[src/rtl/alu_acc_ctrl.sv]
// ----------------------------------------------------------------------------
// alu_acc_ctrl
//   Command-side controller for a combinational WIDTH-bit ALU. An accumulator
//   feeds ALU in_a. Each command is taken over a valid/ready handshake,
//   executed in one EXEC cycle, written back to the accumulator (unless
//   skipped by cmd_skipz on a zero accumulator), and returned on a
//   valid/ready response channel. Sequence: IDLE -> EXEC -> RESP -> IDLE.
//
// Ports
//   clk, rst                     clock, synchronous active-high reset
//   cmd_valid/cmd_ready          command handshake (ready only in IDLE)
//   cmd_op, cmd_data, cmd_skipz  command fields, sampled at accept
//   alu_opcode, alu_in_a/b       ALU operands (in_a is always the accumulator)
//   alu_result, alu_a_is_zero    ALU results
//   rsp_valid/rsp_ready          response handshake
//   rsp_data, rsp_skipped        accumulator after command, skip flag
//   cmd_count                    completed commands, wraps 0xFFFF -> 0
// ----------------------------------------------------------------------------
module alu_acc_ctrl #(
    parameter int WIDTH = 8
) (
    input  logic             clk,
    input  logic             rst,
    input  logic             cmd_valid,
    output logic             cmd_ready,
    input  logic [2:0]       cmd_op,
    input  logic [WIDTH-1:0] cmd_data,
    input  logic             cmd_skipz,
    output logic [2:0]       alu_opcode,
    output logic [WIDTH-1:0] alu_in_a,
    output logic [WIDTH-1:0] alu_in_b,
    input  logic [WIDTH-1:0] alu_result,
    input  logic             alu_a_is_zero,
    output logic             rsp_valid,
    input  logic             rsp_ready,
    output logic [WIDTH-1:0] rsp_data,
    output logic             rsp_skipped,
    output logic [15:0]      cmd_count
);

    typedef enum logic [1:0] {
        IDLE = 2'd0,
        EXEC = 2'd1,
        RESP = 2'd2
    } state_t;

    state_t           state;
    logic [WIDTH-1:0] acc;
    logic             skipz_q;
    logic [15:0]      count_q;

    assign alu_in_a  = acc;
    assign cmd_count = count_q;

    // NOTE: reset is synchronous, so it lives inside the clocked branch and
    // takes effect on the edge it is sampled; every state register is listed
    // so a reset mid-command fully aborts it.
    // NOTE: all state uses non-blocking assignments so each branch reads the
    // pre-edge values (e.g. rsp_data sees the old acc when skipping).
    always_ff @(posedge clk) begin
        if (rst) begin
            state       <= IDLE;
            acc         <= '0;
            skipz_q     <= 1'b0;
            cmd_ready   <= 1'b0;
            alu_opcode  <= 3'b000;
            alu_in_b    <= '0;
            rsp_valid   <= 1'b0;
            rsp_data    <= '0;
            rsp_skipped <= 1'b0;
            count_q     <= '0;
        end else begin
            case (state)
                IDLE: begin
                    if (cmd_valid && cmd_ready) begin
                        // Command is latched straight into the ALU operand
                        // registers so it is presented throughout EXEC and
                        // held afterwards.
                        alu_opcode <= cmd_op;
                        alu_in_b   <= cmd_data;
                        skipz_q    <= cmd_skipz;
                        cmd_ready  <= 1'b0;
                        state      <= EXEC;
                    end else begin
                        // Raises ready on the first cycle after reset release.
                        cmd_ready <= 1'b1;
                    end
                end

                EXEC: begin
                    if (skipz_q && alu_a_is_zero) begin
                        rsp_data    <= acc;
                        rsp_skipped <= 1'b1;
                    end else begin
                        acc         <= alu_result;
                        rsp_data    <= alu_result;
                        rsp_skipped <= 1'b0;
                    end
                    rsp_valid <= 1'b1;
                    state     <= RESP;
                end

                RESP: begin
                    if (rsp_ready) begin
                        rsp_valid <= 1'b0;
                        count_q   <= count_q + 16'd1;
                        cmd_ready <= 1'b1;
                        state     <= IDLE;
                    end
                end

                default: begin
                    cmd_ready <= 1'b0;
                    rsp_valid <= 1'b0;
                    state     <= IDLE;
                end
            endcase
        end
    end

endmodule
[config.mk]
export PLATFORM = sky130hd
export DESIGN_NAME = alu_acc_ctrl
export DESIGN_NICKNAME = d
export VERILOG_FILES = /design/src/rtl/alu_acc_ctrl.sv
export SDC_FILE = /design/constraint.sdc
export NUM_CORES = 1
export LEC_CHECK = 0
export CAP_MARGIN = 20
export CORE_MARGIN = 2
export CORE_UTILIZATION = 42
export DETAILED_ROUTE_END_ITERATION = 8
export GPL_ROUTABILITY_DRIVEN = 1
export PLACE_DENSITY = 0.79
export SLEW_MARGIN = 20
export SYNTH_ARGS = -nofsm -noshare
export SYNTH_HDL_FRONTEND = slang
export SYNTH_SLANG_ARGS = --single-unit
export TNS_END_PERCENT = 1
[constraint.sdc]
create_clock -name clk -period 2 [get_ports clk]
set_input_delay 0.3 -clock clk [delete_from_list [all_inputs] [get_ports clk]]
set_output_delay 0.3 -clock clk [all_outputs]
set_load 0.01 [all_outputs]
==> out/qor.yml <==
status:
  outcome: "completed"
finish:
  most-common-layout-cells: "clkdlybuf4s50_1 (70), dfxtp_1 (41), nand2_1 (29)"
  layout_commonest_cell: "clkdlybuf4s50_1"
  n_antenna_cell: 0
  area_growth_pct: 46.2
  fillers: 352
  final_nets: 285
  seqCellArea_um2: 821
  multi_input_area_um2: 798
  layout-drive-gt1-share: 0.0731
worst_setup_path:
  cp_num_buf_inv: 1
  crit_path_max_fanout: 7
  start_kind: "flop"
  reg2reg_slack_ns: 0.44
  crit_family: "buffers and inverters"
  cp.depth: 1
  required_ns: 1.70
  cp_slowest_cell: "clkdlybuf4s50_1"
  crit_arrival_ns: 1.34
  ff2ff_path_depth: 4
  worstPathCellList: "clkdlybuf4s50_1"
  max_stage_delay_ns: 0.59
  end_kind: "primary output"
  crit_type: "reg2out"
worst_hold_path:
  hold_path_depth: 2
  worstHoldPathType: "reg2reg"
yosys:
  postSynthCellCount: 192
  synthMuxAreaShare: 0.0675
  syn_area_mm2: 0.00172
  ys_top_cells_by_area: "dfxtp_1 (48%), nand2_1 (6.3%), nor2_1 (5.4%)"
  synth_top_family_by_area: "simple AND/OR/NAND/NOR gates"
  seq_area_frac_synth: 0.476
  ys_ff_latch: 41
  synthesis.nets: 218
  synth-adder-area-share: 0.00726
  yosys_warnings: 0
  synth.top_cell.area_share: 0.476
  synth_compound_area_frac: 0.0842
  synth.avg_cell_area_um2: 8.98
  yosys.area_share.xor_xnor: 0.0406
  synth_top_cell_by_area: "dfxtp_1"
  synthSimpleGateAreaFrac: 0.263
  synth_cell_types: 35
routing:
  vias_per_cell: 4.75
  drtAntennaViolNets: 0
  drtIter0Drc: 91
  via_count: 1474
  routedWlPerCell_um: 11.7
  wl_mm: 3.61
  drc: 0
  dr.pass1.iters: 4
clock_tree:
  cts_buffer_depth: 2
  cts-root-buf: "clkbuf_8"
  post_cts_buffers: 0
  numClockSinks: 41
  cts-buffers-inserted: 5
  cts_tree: "done"
  clk_latency_ns: 0.29
  ctsHoldBuffers: 0
  cts-resized-gates: 0
  htreeDepth: 2
  path_clk_slew_ns: 0.08
timing:
  rsz0062_at_grt: "no"
  hold_viol_final: 0
  timing.final.crit_share: 0.822
  hold_slack_ns: 0.454
  maxSlewViolCount: 0
  tns_ns: 0
  period_minus_slack_ns: 1.64
  tightest_slew_ns: 0.456
  setup_viol: 0
  skew_ns: 0.00525
  maxSlewHeadroom: 0.695
  fmax_mhz: 608
grt:
  grt_max_degree: 15
  grt_pass1_vias: 1344
  grt_usage: 0.172
  overflow: 0
  antenna_found_initial: 0
  grt_pass1_wl_mm: 6.03
floorplanning:
  dieArea_mm2: 0.00463
  io_pins: 71
  design.core.area_mm2: 0.00397
  dieHeight_um: 68.1
  initial_utilization: 0.434
  die_x_um: 68.1
  num_rows: 23
power:
  ir_worst_vdd_v: 0.000381
  power_density_mw_per_mm2: 617
  p_leak_nw: 0.975
place:
  gp_congestion: 0.743
  port_buffers: 70
  hpwl_mm: 2.73
job:
  maxCapViolCount: 0
state kept, by name, indices dropped and copies added (netlist names):
name,count
cmd_count,16
alu_in_a,8
alu_in_b,8
alu_opcode,3
state,2
cmd_ready,1
rsp_skipped,1
rsp_valid,1
skipz_q,1
synthesized netlist by cell type, drive strengths merged:
cell type,n
dfxtp,41
nand2,29
nor2,25
a21oi,17
buf,11
mux2i,9
nand3,7
xnor2,6
clkbuf,5
o21ai,5
nor3,4
nor4,4
or3,4
inv,3
nor2b,3
mux2,2
nand4,2
xor2,2
a2111oi,1
and3,1
and4b,1
and4bb,1
ha,1
nand3b,1
nand4b,1
nand4bb,1
nor3b,1
o21a,1
o21ba,1
o31a,1
or2,1
logic make-up (layout without fill, tap and decap cells):
| logic type | after synthesis | count (layout) |
|---|---|---|
| xor gates and xnor gates | 8 | 8 |
| buffers and inverters | 19 | 87 |
| and+or+nand+nor | 86 | 86 |
| AOI/OAI and AO/OA | 26 | 26 |
| muxes | 11 | 11 |
| adders and majority gates | 1 | 1 |
| DFF | 41 | 41 |
final timing paths:
check	startpoint	endpoint
setup / recovery	cmd_count[3]	cmd_count[3]
hold / removal	alu_in_b[3]	alu_in_b[3]
setup reg to reg	state[1]	cmd_count[13]
hold reg to reg	alu_in_b[3]	alu_in_b[3]
layout make-up:
| cell class | count | area share |
|---|---|---|
| repair buffers | 76 | 0.296 |
| clock buffers | 6 | 0.0288 |
| well taps | 50 | 0.0248 |
| clock inverters | 2 | 0.00397 |
| inverters | 3 | 0.00447 |
| multi-input cells | 132 | 0.317 |
| flip-flops and latches | 41 | 0.326 |
report_power, final:
group          leakage (nW)  switching [W]  internal (W)
logic                 0.598      0.0000761      0.000114
registers             0.332      0.0000175      0.000840
clock network        0.0450       0.000265      0.000242
per-layer routing:
layer	GRT usage	routed length (um)
met5	0	0
met4	0.0525	46
met3	0.0658	219
met2	0.285	1710
met1	0.206	1640
metrics by stage:
step            util  power [W]  std cells  instance area (um2)  setup slack (ns)
4_1_cts        0.635    0.00158        310                 2520             0.335
6_report       0.635    0.00155        310                 2520             0.356
2_1_floorplan      -   0.000955        192                 1720             0.525
3_3_place_gp   0.614    0.00107        302                 2440             0.133
3_5_place_dp   0.614    0.00107        302                 2440             0.108
5_1_grt        0.635    0.00164        310                 2520             0.284
Power figures use the tool's default switching activity.
